==> src/rtl/flash_rdcache.sv <==
// Direct-mapped read-only word cache between the CPU flash window and spimemio.
// Latency: hit -> cpu_ready 1 cycle after request; miss -> 1 cycle after mem_ready.
// Backpressure: cpu_valid is held until cpu_ready; mem_valid is held until mem_ready.
//
// Ports:
//   clk, resetn              clock, synchronous active-low reset
//   cpu_valid/ready/addr/rdata   CPU read request; cpu_ready is a 1-cycle pulse
//   mem_valid/ready/addr/rdata   one-word read to spimemio on a miss
//   flush                    invalidate every line (tied to spimemio cfgreg writes)
//   stat_hits, stat_misses   present only when FLASH_RDCACHE_STATS_EN is defined
module flash_rdcache #(
    parameter int LINES  = 16,
    parameter int ADDR_W = 24
) (
    input  logic              clk,
    input  logic              resetn,
    input  logic              cpu_valid,
    output logic              cpu_ready,
    input  logic [ADDR_W-1:0] cpu_addr,
    output logic [31:0]       cpu_rdata,
    output logic              mem_valid,
    input  logic              mem_ready,
    output logic [ADDR_W-1:0] mem_addr,
    input  logic [31:0]       mem_rdata,
    input  logic              flush
`ifdef FLASH_RDCACHE_STATS_EN
    ,
    output logic [31:0]       stat_hits,
    output logic [31:0]       stat_misses
`endif
);
    localparam int IW = $clog2(LINES);
    localparam int TW = ADDR_W - IW - 2;

    typedef enum logic [1:0] {IDLE, FILL, RESP} state_t;

    state_t           state;
    logic [LINES-1:0] line_vld;
    logic [TW-1:0]    tag_q  [LINES];
    logic [31:0]      data_q [LINES];
    // Remembers a flush seen earlier in the current fill so the line
    // being fetched (possibly under the old flash mode) is not kept.
    logic             flush_seen;

    logic [IW-1:0]    lk_idx;
    logic [TW-1:0]    lk_tag;
    logic             lk_hit;
    logic [IW-1:0]    fill_idx;
    logic [TW-1:0]    fill_tag;
    logic             fill_done;
    logic             hit_go;
    logic             miss_go;
    logic             unused_addr_lsb;

    assign lk_idx   = cpu_addr[IW+1:2];
    assign lk_tag   = cpu_addr[ADDR_W-1:IW+2];
    assign lk_hit   = line_vld[lk_idx] && (tag_q[lk_idx] == lk_tag);

    // The fill line is addressed from the registered mem_addr, not the live cpu_addr.
    assign fill_idx  = mem_addr[IW+1:2];
    assign fill_tag  = mem_addr[ADDR_W-1:IW+2];
    assign fill_done = (state == FILL) && mem_ready;

    // A flush coinciding with a lookup forces a miss.
    assign hit_go   = (state == IDLE) && cpu_valid && lk_hit && !flush;
    assign miss_go  = (state == IDLE) && cpu_valid && (!lk_hit || flush);

    assign unused_addr_lsb = ^cpu_addr[1:0];

    always_ff @(posedge clk) begin
        if (!resetn) begin
            state      <= IDLE;
            cpu_ready  <= 1'b0;
            cpu_rdata  <= 32'h0;
            mem_valid  <= 1'b0;
            mem_addr   <= '0;
            line_vld   <= '0;
            flush_seen <= 1'b0;
        end else begin
            case (state)
                IDLE: begin
                    if (hit_go) begin
                        cpu_rdata <= data_q[lk_idx];
                        cpu_ready <= 1'b1;
                        state     <= RESP;
                    end else if (miss_go) begin
                        mem_valid  <= 1'b1;
                        mem_addr   <= {cpu_addr[ADDR_W-1:2], 2'b00};
                        flush_seen <= 1'b0;
                        state      <= FILL;
                    end
                end
                FILL: begin
                    if (mem_ready) begin
                        mem_valid <= 1'b0;
                        cpu_rdata <= mem_rdata;
                        cpu_ready <= 1'b1;
                        if (!flush_seen) begin
                            line_vld[fill_idx] <= 1'b1;
                        end
                        state <= RESP;
                    end else if (flush) begin
                        flush_seen <= 1'b1;
                    end
                end
                RESP: begin
                    // The CPU drops cpu_valid here; any request level is ignored.
                    cpu_ready <= 1'b0;
                    state     <= IDLE;
                end
                default: begin
                    state <= IDLE;
                end
            endcase
            // Last assignment wins, so a flush beats a fill on the same edge.
            if (flush) begin
                line_vld <= '0;
            end
        end
    end

    // Tag/data need no reset: they are only read when the valid bit is set.
    always_ff @(posedge clk) begin
        if (fill_done) begin
            tag_q[fill_idx]  <= fill_tag;
            data_q[fill_idx] <= mem_rdata;
        end
    end

`ifdef FLASH_RDCACHE_STATS_EN
    always_ff @(posedge clk) begin
        if (!resetn) begin
            stat_hits   <= 32'h0;
            stat_misses <= 32'h0;
        end else begin
            if (hit_go) begin
                stat_hits <= stat_hits + 32'd1;
            end
            if (miss_go) begin
                stat_misses <= stat_misses + 32'd1;
            end
        end
    end
`endif

endmodule
==> config.mk <==
export PLATFORM = sky130hd
export DESIGN_NAME = flash_rdcache
export DESIGN_NICKNAME = d
export VERILOG_FILES = /design/src/rtl/flash_rdcache.sv
export SDC_FILE = /design/constraint.sdc
export NUM_CORES = 1
export LEC_CHECK = 0
export BUFFER_PORTS_ARGS = -buffer_cell sky130_fd_sc_hd__clkbuf_2
export CAP_MARGIN = 20
export CORE_MARGIN = 5
export CORE_UTILIZATION = 40
export CTS_CLUSTER_DIAMETER = 150
export DETAILED_ROUTE_END_ITERATION = 8
export MAX_ROUTING_LAYER = met4
export PLACE_DENSITY = 0.64
export SETUP_SLACK_MARGIN = 0.2
export SYNTH_ARGS = -nofsm -noshare
export SYNTH_HDL_FRONTEND = slang
export SYNTH_SLANG_ARGS = --single-unit
==> constraint.sdc <==
create_clock -name clk -period 7.95 [get_ports clk]
set_clock_uncertainty 0.15 [all_clocks]
set_input_delay 1.59 -clock clk [delete_from_list [all_inputs] [get_ports clk]]
set_output_delay 1.59 -clock clk [all_outputs]
set_load 0.01 [all_outputs]
* After elaboration in Yosys (flattened, before gate mapping)
Memory sizes are Yosys's and may differ from the RTL's.
Index checks and enable logic that the tools add are counted.
** Word-level totals
- Bits in registers :: 75
- Bits in latches :: 0
- Bits in writable memories :: 800
- ROM bits :: 0
- Bits of input ports :: 61
- Output and inout bits :: 58
- Logic and storage cells :: 72
- Memories :: 2
** Operators by class
- Add/subtract/negate cells :: 0
- Multiply operators :: 0
- Div/mod/pow operators :: 0
- $lt $le $gt $ge :: 3
- Equality and inequality tests :: 10
- Shift-type cells :: 0
- Multiplexer cells :: 25
- Bitwise operators :: 4
- Reductions and logical operators :: 21
** Memories
- data_q :: depth 16, width 32, rd ports 1, clocked after memory_dff 0, write ports 1, RTL line 40 : logic [31:0] data_q [LINES];
- tag_q :: depth 16, width 18, rd ports 1, clocked after memory_dff 0, write ports 1, RTL line 39 : logic [TW-1:0] tag_q [LINES];
** Operators by type and width (count)
- $mux 32 :: 2
- $pmux 32 s2 :: 1
- $eq 18x18->1 :: 1
- $or 16x16->16 :: 1
- $mux 1 :: 13
- $ne 2x2->1 const B :: 6
- $reduce_and 3->1 :: 4
- $lt 4x5->1 const B :: 2
- $logic_and 1x1->1 :: 7
- $mux 2 :: 3
- $reduce_and 5->1 :: 1
- $bmux 1 s4 :: 1
- $demux 1 s4 :: 1
- $ge 4x1->1 const B :: 1
- $pmux 1 s2 :: 2
- $pmux 2 s2 :: 1
- $reduce_and 4->1 :: 1
- $ne 3x3->1 const B :: 1
- $not 1->1 :: 3
- $pmux 1 s3 :: 1
- $reduce_bool 3->1 :: 1
- $eq 2x1->1 const B :: 1
- $eq 2x2->1 const B :: 1
- $logic_not 1->1 :: 2
- 5 further kinds :: 5

* Depth between registers and ports, before layout
Gate-level depths: netlist (run 1).
- Word-level depth :: 9
- Depth in mapped cells :: 13
- Mapped depth without buffers :: 8

* Worst setup path before layout (run 1)
Ideal clock, no wire load.
- Path type :: input to register
- Start :: input port mem_ready
- End :: memory data_q[4][0] (enable)
- Library setup time :: 519 ps
- Arrival :: 5675 ps
- Data required time :: 7281 ps
- Path slack :: 1606 ps
- Stages :: 4
- Path buffers :: 0
- Path through :: nand2_1 -> nor2_1 -> nand3b_1 -> nor3_1
** On the way
- Longest elaborated chain between the ends :: 3
** Ends and longest elaborated chain
- start: declaration :: RTL line 22 : input logic mem_ready,
- $logic_and 1x1->1 :: RTL line 62 : assign fill_done = (state == FILL) && mem_ready;
- $mux 1 :: RTL line 124 : if (fill_done) begin
- $mux 1 (implied by the code) :: RTL line 126 : data_q[fill_idx] <= mem_rdata;
- end: declaration :: RTL line 40
Every way passes these cells.

* Worst setup path in the final report (run 1)
- Start :: input port cpu_addr[3]
- End :: register cpu_rdata[22]
** On the way
- Longest elaborated chain between the ends :: 7
- Elaborated cells on any way between the ends :: 12
- Those cells by class :: eq/ne: 2; mux: 4; reduce/logical: 4; memory: 2
** Ends and longest elaborated chain
- start: declaration :: RTL line 19 : input logic [ADDR_W-1:0] cpu_addr,
- $mem_v2 16x18 / $bmux 1 s4 (equally long branches)
- $eq 18x18->1 / $mux 1 (equally long branches) :: RTL line 57 : assign lk_hit = line_vld[lk_idx] && (tag_q[lk_idx] == lk_tag);
- $logic_and 1x1->1 :: RTL line 57
- $logic_and 1x1->1 (2 in a row) :: RTL line 65 : assign hit_go = (state == IDLE) && cpu_valid && lk_hit && !flush;
- $ne 2x2->1 (no line)
- $reduce_and 3->1 (no line)
- end signal: assignment :: RTL line 83 : cpu_rdata <= data_q[lk_idx];
- end signal: assignment :: RTL line 96 : cpu_rdata <= mem_rdata;
- end: declaration :: RTL line 20 : output logic [31:0] cpu_rdata,
Several ways; a longest one is shown, not always the timed one. The select of a mux whose other input is x is not followed.
A chain may end at the register's enable or synchronous reset.

==> results.md, run 1 <==
- The portion of the post-synthesis area used by sequential elements is 75.0%.
- In the layout the commonest cells are sky130_fd_sc_hd__edfxtp_1 (800), sky130_fd_sc_hd__mux4_2 (211), sky130_fd_sc_hd__mux2i_1 (118).
- The share of synthesized cell area in full adder, half adder and majority cells is 0%.
- The pre-antenna-repair detailed-routing pass consisted of 5 iterations.
- Yosys mapped the design onto 60 distinct sky130hd cell types.
- The total clock buffers created by CTS is 85.
- The initial utilization of the core area, before any placement, comes to 40.1%.
- In the final timing run, aggregate negative setup slack is 0 ns.
- The average vias per placed instance is 5.69.
- The final critical path time including I/O delays and setup is 5.81 ns.
- The total number of vias is 17.0k.
- The startpoint type of the worst setup path is an input pin.
- The number of pins exceeding their max-slew limit in the final report is 0.
- The switching power as a share of total power is 21.2%.
- On the critical path, the stage with the largest delay is an instance of sky130_fd_sc_hd__buf_4.
- The total area inside the core boundary comes to 0.0847 mm2.
- The share of total power dissipated in the clock network is 40.3%.
- The worst hold path belongs to the class reg2reg.
- The number of global-route vias before repair was 17.3k.
- Counting flops with a built-in enable in the synthesized netlist gives 800.
- The clock sink count is 875.
- Dividing the detail-routed wire length by the instance count gives 27.8 um.
- The library cell used most frequently in the layout, excluding fill and tap cells, is sky130_fd_sc_hd__edfxtp_1.
- Together, buffers and inverters on the worst path number 3.
- The hold violation total from the final report is 0.
- STA classifies the critical path endpoint as a register.
- The layout overhead on the synthesized area is 13.4%.
- The share of the synthesized netlist area taken by xor and xnor gates is 0.463%.
- The share of synthesized registers carrying an async set or reset is 0%.
- Of the total power, registers draw 54.4%.
- The switching power is 1.99 mW.
- Detailed placement ended at an HPWL of 43.7 mm.
- The final global-route overflow total is 0.
- The most numerous cell type found on the critical path is sky130_fd_sc_hd__buf_4.
- At the end of routability-driven placement, the weighted congestion stood at 0.790.
- Entering global routing, the biggest net connects 96 pins.
- After detailed placement, the design holds a cell count of 2,829.
- The maximum buffer depth of the clock tree is 3.
- The total placed instance area is 0.0360 mm2.
- Walking the worst path, the cells encountered are buf_8 > buf_4 > a2111oi_0 > a311o_1 > mux2_2 > or4_1 > nor4_4 > a21o_1 > buf_4 > a211oi_1.
- After synthesis, the largest family of logic cells by area is multiplexers.
- During I/O placement, the number of pins put on the boundary was 119.
- The end-of-flow core utilization is 45.5%.
- Clock tree synthesis selected as its root buffer the cell sky130_fd_sc_hd__clkbuf_16.
- The area of all placed cells without fillers is 0.0386 mm2.
- Of the total power, combinational logic draws 5.3%.
- The leakage power is 12.3 nW.
- The initialized floorplan defines 107 standard-cell rows.
- The initial antenna violation count is 3.
- The count of nets left with antenna violations once routing finished came out at 0.
- The worst hold margin is 0.321 ns.
- The port buffer count is 114.
- The synthesized netlist devotes 3.10% of its cell area to compound gates.
- Once the clock tree was built, the setup fixing pass inserted 0 buffers.
- Along the worst path, the maximum fanout reaches 95.
- The number of remaining DRC errors is 0.
- Setup repair after global routing left no endpoint under its margin.
- The final critical path takes up 73.1% of the cycle.
- The detailed router finished its first iteration with 1,866 violations.
- Leaving out filler cells and counting taps, the final layout contains 2,987.
- The worst setup path category is in2reg.
- After clock tree synthesis, the clock-pin slew on the worst setup and hold paths is 0.06 ns.
- The full die area is 0.0910 mm2.
- The ratio of total power to cell area is 244 mW/mm2.
- The synthesized-area fraction occupied by and/or/nand/nor cells is 2.09%.
- The share of cells above drive strength 1 is 28.1%.
- The delay contributed by the slowest stage of the critical path is 0.83 ns.
- The reported max-cap violation count is 0.
- In this run the tightest slew margin relative to its limit is 28.2%.
- Synthesis inferred 875 register bits.
- The number of cells upsized or downsized after cts is 0.
- For the pin with the worst max-slew slack, the measured transition is 1.08 ns.
- The post-synthesis average cell area is 21.0 um2.
- The insertion delay of the later-clocked pin in the worst-skew pair is 0.63 ns.
- In the synthesized netlist the dominant register cell turns out to be sky130_fd_sc_hd__edfxtp_1.
- The routed design has 83.0 mm of wire.
- The flow ran to the end, and the final reports show no timing, DRC or antenna violations.
- The Yosys step of the flow raised 0 warnings.
- The arrival time of the worst setup path is 6.14 ns.
- The total number of nets in the final design is 1,833.
- The mux share of post-synthesis cell area is 17.7%.
- STA puts the critical path data required time at 8.28 ns.
- The count of H-tree levels built during CTS is 3.
- Derived from the worst setup path, the maximum achievable clock frequency is 172 MHz.
- The final count of negative-setup-slack endpoints is 0.
- The post-synthesis cell count is 1,620.
- The die boundary height is 302 um.
- TritonCTS built the clock tree.
- The first-pass GRT wire length is 121 mm.
- The internal power of the cells totals 7.41 mW.
- The worst ir drop on vdd is 0.241 mV.
- The kind of cell adding the most delay to the critical path is buffers and inverters.
- The die width is 302 um.
- The all-layer global routing usage is 18.7%.
- The quantity of hold-fixing buffers added after cts is 0.
- The cell area after technology mapping is 0.0340 mm2.
## sequential cells by signal, summed over array words and instances (netlist names)
name,cells
data_q,512
tag_q,288
cpu_rdata,32
mem_addr,22
line_vld,16
state,2
cpu_ready,1
flush_seen,1
mem_valid,1
## cell type report
class,count,area (um2)
antenna,4,10.0
inverter,7,27.5
timing repair buffer,157,916
clock inverter,32,230
multi-input combinational,646,8070
fill,7129,46200
tap,1144,1430
clock buffer,122,2370
sequential,875,25500
## layer usage
layer / global-route usage (%) / up-vias / share of wire, %
li1: - / 7087 / -
met1: 26.6 / 9130 / 43
met2: 28.8 / 617 / 48
met3: 3.07 / 148 / 6.5
met4: 4.59 / 0 / 2.3
met5: - / - / 0
## power by group through the flow
stage | logic [mW] | registers [mW] | clock network (mW)
global placement | 0.493 | 5.21 | 0
finish | 0.497 | 5.12 | 3.79
global route | 0.532 | 5.12 | 4.06
detailed placement | 0.502 | 5.21 | 0
floorplan | 0.314 | 5.20 | 0
CTS | 0.504 | 5.12 | 3.86
## Yosys cell counts, drive strengths merged, types with 5 or more instances
master / number / area (um2)
edfxtp: 800 / 24000
mux4: 211 / 4750
mux2i: 118 / 1180
dfxtp: 75 / 1500
a211oi: 65 / 493
nand2: 54 / 203
buf: 53 / 368
clkbuf: 40 / 150
nor2: 40 / 150
a21oi: 19 / 106
a22oi: 14 / 105
xnor2: 14 / 123
mux2: 8 / 90.1
nor2b: 8 / 50.1
nor3: 8 / 45.0
a22o: 5 / 43.8
and3: 5 / 31.3
inv: 5 / 18.8
nor4: 5 / 61.3
o21ai: 5 / 25.0
o22ai: 5 / 31.3
## worst reg2reg max path: stages (launching register included)
cell,delay (ns)
sky130_fd_sc_hd__edfxtp_1,0.39
sky130_fd_sc_hd__mux4_2,0.49
sky130_fd_sc_hd__xor2_1,0.16
sky130_fd_sc_hd__a211o_1,0.30
sky130_fd_sc_hd__o22ai_1,0.22
sky130_fd_sc_hd__o2111ai_1,0.26
sky130_fd_sc_hd__nor4_4,0.45
sky130_fd_sc_hd__buf_4,0.54
sky130_fd_sc_hd__a21o_1,0.47
sky130_fd_sc_hd__buf_4,0.47
sky130_fd_sc_hd__a211oi_1,0.17
## final timing paths
check | start | to | slack [ns] | cells past startpoint
setup / recovery | cpu_addr[3] | cpu_rdata[22] | 2.14 | 10
hold / removal | line_vld[13] | line_vld[13] | 0.32 | 2
setup reg to reg | tag_q[15][12] | cpu_rdata[22] | 3.76 | 10
hold reg to reg | line_vld[13] | line_vld[13] | 0.32 | 2
## stage by stage
stage | setup WS, ns | total power [mW]
after global placement | 1.57 | 5.70
after detailed placement | 1.51 | 5.72
after global routing | 1.99 | 9.71
after CTS | 2.16 | 9.48
final | 2.14 | 9.41
after floorplan | 1.61 | 5.52
## kinds of logic after synthesis
kind of cell | count (synthesis)
mux | 337
buf+inv | 100
flops | 875
simple gates | 145
other cells | 1
xor+xnor | 18
compound gates | 144
(Power assumes the default switching activity.)
==> run 2: changes to the inputs <==
- PLACE_DENSITY: 0.64 -> 0.67
- clock period: 7.95 -> 5 ns (I/O delays scaled with it)
==> results.md, run 2 (synthesized netlist as in run 1, its figures left out) <==
- Result of the run: finished clean (unchanged).
- The number of cells in the design after placement was 2,843 (was 2,829).
- The combined buffer and inverter count along the critical path is 4 (was 3).
- The row count is 107 (unchanged).
- The initial cell density of the core is 40.1% (unchanged).
- The ratio of total power to cell area is 388 mW/mm2 (was 244 mW/mm2).
- The kind of cell adding the most delay to the critical path is buffers and inverters (unchanged).
- The clock tree from TritonCTS is done (unchanged).
- The number of pins exceeding their max-slew limit in the final report came to 0 (unchanged).
- The maximum fanout along the worst path is 26 (was 95).
- The number of cells upsized or downsized after cts is 0 (unchanged).
- The number of remaining DRC errors is 0 (unchanged).
- The number of fillers in the final layout is 6,979 (was 7,129).
- The actual transition at the worst max-transition pin is 0.954 ns (was 1.08 ns).
- The leakage power is 12.4 nW (was 12.3 nW).
- The total number of vias is 17.0k (about the same).
- The area occupied by multi-input gates is 0.00810 mm2 (was 0.00807 mm2).
- The final count of negative-setup-slack endpoints is 0 (unchanged).
- Largest regs: data_q x512, tag_q x288, cpu_rdata x32 (unchanged).
- The remaining antenna violation count is 0 (unchanged).
- The hold violation total from the final report came to 0 (unchanged).
- The root buffer selected by CTS is sky130_fd_sc_hd__clkbuf_16 (unchanged).
- The worst hold margin is 0.322 ns (was 0.321 ns).
- The detail-routed net length per standard cell is 27.2 um (was 27.8 um).
- The port buffer count was 114 (unchanged).
- The end-of-flow core utilization is 46.0% (was 45.5%).
- The number of global-route vias before repair is 17.3k (about the same).
- The number of detailed-routing iterations run before antenna repair was 5 (unchanged).
- The maximum buffer depth of the clock tree came to 3 (unchanged).
- Top library cells by usage in the layout, fill and taps aside: sky130_fd_sc_hd__edfxtp_1 (800), sky130_fd_sc_hd__mux4_2 (211), sky130_fd_sc_hd__mux2i_1 (118) (unchanged).
- The HPWL reported at the end of detailed placement came to 43.7 mm (about the same).
- The maximum clock frequency is 238 MHz.
- The total number of nets in the final design is 1,846 (was 1,833).
- The average vias per placed instance is 5.66 (was 5.69).
- The worst slew slack as a fraction of its limit is 36.4% (was 28.2%).
- The dominant cell type by count on the critical path is sky130_fd_sc_hd__buf_4 (unchanged).
- The share of cells above drive strength 1 is 28.8% (was 28.1%).
- The clock sink count is 875 (unchanged).
- The count of H-tree levels built during CTS is 3 (unchanged).
- The initial antenna violation count is 2 (was 3).
- The count of placed standard cells in the final layout, fillers left out came to 2,997 (was 2,987).
- The overall power after layout is 15.1 mW (was 9.41 mW).
- The startpoint type of the worst setup path is an input pin (unchanged).
- The final critical path time including I/O delays and setup is 4.21 ns.
- The clock transition at the registers of the reported paths came to 0.06 ns (about the same).
- The full die area is 0.0910 mm2 (unchanged).
- The total negative slack for setup checks is 0 ns (unchanged).
- The standard cell core area is 0.0847 mm2 (unchanged).
- The first-pass GRT wire length was 119 mm (was 121 mm).
- The arrival time of the worst setup path is 4.54 ns (was 6.14 ns).
- The quantity of hold-fixing buffers added after cts is 0 (unchanged).
- After layout, the worst path uses 84.1% of the clock period.
- The reported max-cap violation count was 0 (unchanged).
- The total clock buffers created by CTS is 84 (was 85).
- The first-iteration detailed-routing DRC count is 1,883 (was 1,866).
- The highest-delay cell along the critical path is sky130_fd_sc_hd__nor4_4 (was sky130_fd_sc_hd__buf_4).
- The worst setup slack before clock tree synthesis is 0.241 ns (was 1.51 ns).
- The I/O pin count was 119 (unchanged).
- The final estimated routing congestion in global placement came to 0.801 (was 0.790).
- The number of flip-flops under the largest register name is 512 (unchanged).
- The maximum number of pins on one net before global-route repair came to 55 (was 96).
- The all-layer global routing usage is 18.3% (was 18.7%).
- The final global-route overflow total was 0 (unchanged).
- The die boundary height is 302 um (unchanged).
- The routed wire length is 81.6 mm (was 83.0 mm).
- The delay contributed by the slowest stage of the critical path came to 0.67 ns (was 0.83 ns).
- The area of all placed cells without fillers is 0.0390 mm2 (was 0.0386 mm2).
- The register area came to 0.0255 mm2 (unchanged).
- The worst ir drop on vdd came to 0.370 mV (was 0.241 mV).
- The post-CTS setup repair buffer count came to 0 (unchanged).
- The endpoint type of the worst setup path is a register (unchanged).
- The required time of the worst setup path is 5.34 ns (was 8.28 ns).
- The layout overhead on the synthesized area is 14.6% (was 13.4%).
- The setup slack of the critical path after layout is 0.793 ns (was 2.14 ns).
- The worst setup path category was in2reg (unchanged).
- The total placed instance area is 0.0363 mm2 (was 0.0360 mm2).
- The die width is 302 um (unchanged).
- The leading cell type in the layout, fill and taps excluded is sky130_fd_sc_hd__edfxtp_1 (unchanged).
- Critical path, cell by cell: buf_4 > buf_4 > mux4_2 > mux2i_1 > xnor2_1 > o211ai_1 > o2111ai_1 > nor4_4 > buf_4 > a21o_1 > buf_4 > a211oi_1 (was buf_8 > buf_4 > a2111oi_0 > a311o_1 > mux2_2 > or4_1 > nor4_4 > a21o_1 > buf_4 > a211oi_1).
- Setup repair after global routing missed its margin: false (unchanged).
- The insertion delay of the later-clocked pin in the worst-skew pair was 0.63 ns (about the same).
- The register with the most flip-flops is data_q (unchanged).
- The worst hold-check path type was reg2reg (unchanged).
run 2: cell count changes in the layout (fill, tap and decap cells not counted), moves of 2 or more:
cell | previous run | this run
sky130_fd_sc_hd__bufinv_16 | 2 | 6
sky130_fd_sc_hd__clkbuf_8 | 8 | 4
sky130_fd_sc_hd__diode_2 | 4 | 1
sky130_fd_sc_hd__nor3_2 | 5 | 1
sky130_fd_sc_hd__clkinv_1 | 15 | 17
sky130_fd_sc_hd__buf_4 | 44 | 42
sky130_fd_sc_hd__clkbuf_1 | 28 | 21
sky130_fd_sc_hd__nor3_4 | 0 | 4
sky130_fd_sc_hd__buf_12 | 0 | 16
sky130_fd_sc_hd__clkinv_4 | 0 | 2
run 2: final timing paths:
check	cells past startpoint	from	end	slack, ns
setup / recovery	12	cpu_addr[4]	cpu_rdata[21]	0.79
hold / removal	2	line_vld[10]	line_vld[10]	0.32
setup reg to reg	9	tag_q[9][11]	cpu_rdata[20]	1.33
hold reg to reg	2	line_vld[10]	line_vld[10]	0.32
run 2: area by class of cell:
class | count | share of cell area [%]
antenna | 1 | 0.00642
clock buffer | 112 | 5.93
clock inverter | 41 | 0.966
inverter | 7 | 0.0706
multi-input combinational | 646 | 20.8
sequential | 875 | 65.5
tap | 1144 | 3.67
timing repair buffer | 171 | 3.13
run 2: layer usage:
| layer | vias up | GRT usage, % | routed length [um] |
|---|---|---|---|
| met5 | - | - | 0 |
| met4 | 0 | 4.23 | 1790 |
| met3 | 123 | 3.82 | 6420 |
| met2 | 705 | 27.6 | 38400 |
| met1 | 9034 | 26.1 | 34900 |
| li1 | 7104 | - | - |
run 2: power by group:
group          internal [mW]  total [mW]  switching (mW)  leakage, nW
sequential              8.05        8.14          0.0824         7.76
combinational          0.337       0.802           0.465         3.34
clock                   3.57        6.20            2.64         1.32
run 2: worst min-delay path: cells and delay by family, from the launching register on:
kind | cells | cell delay [ns]
AND/OR/NAND/NOR | 1 | 0.07
flip-flops | 1 | 0.33
AO/OA/AOI/OAI | 1 | 0.04
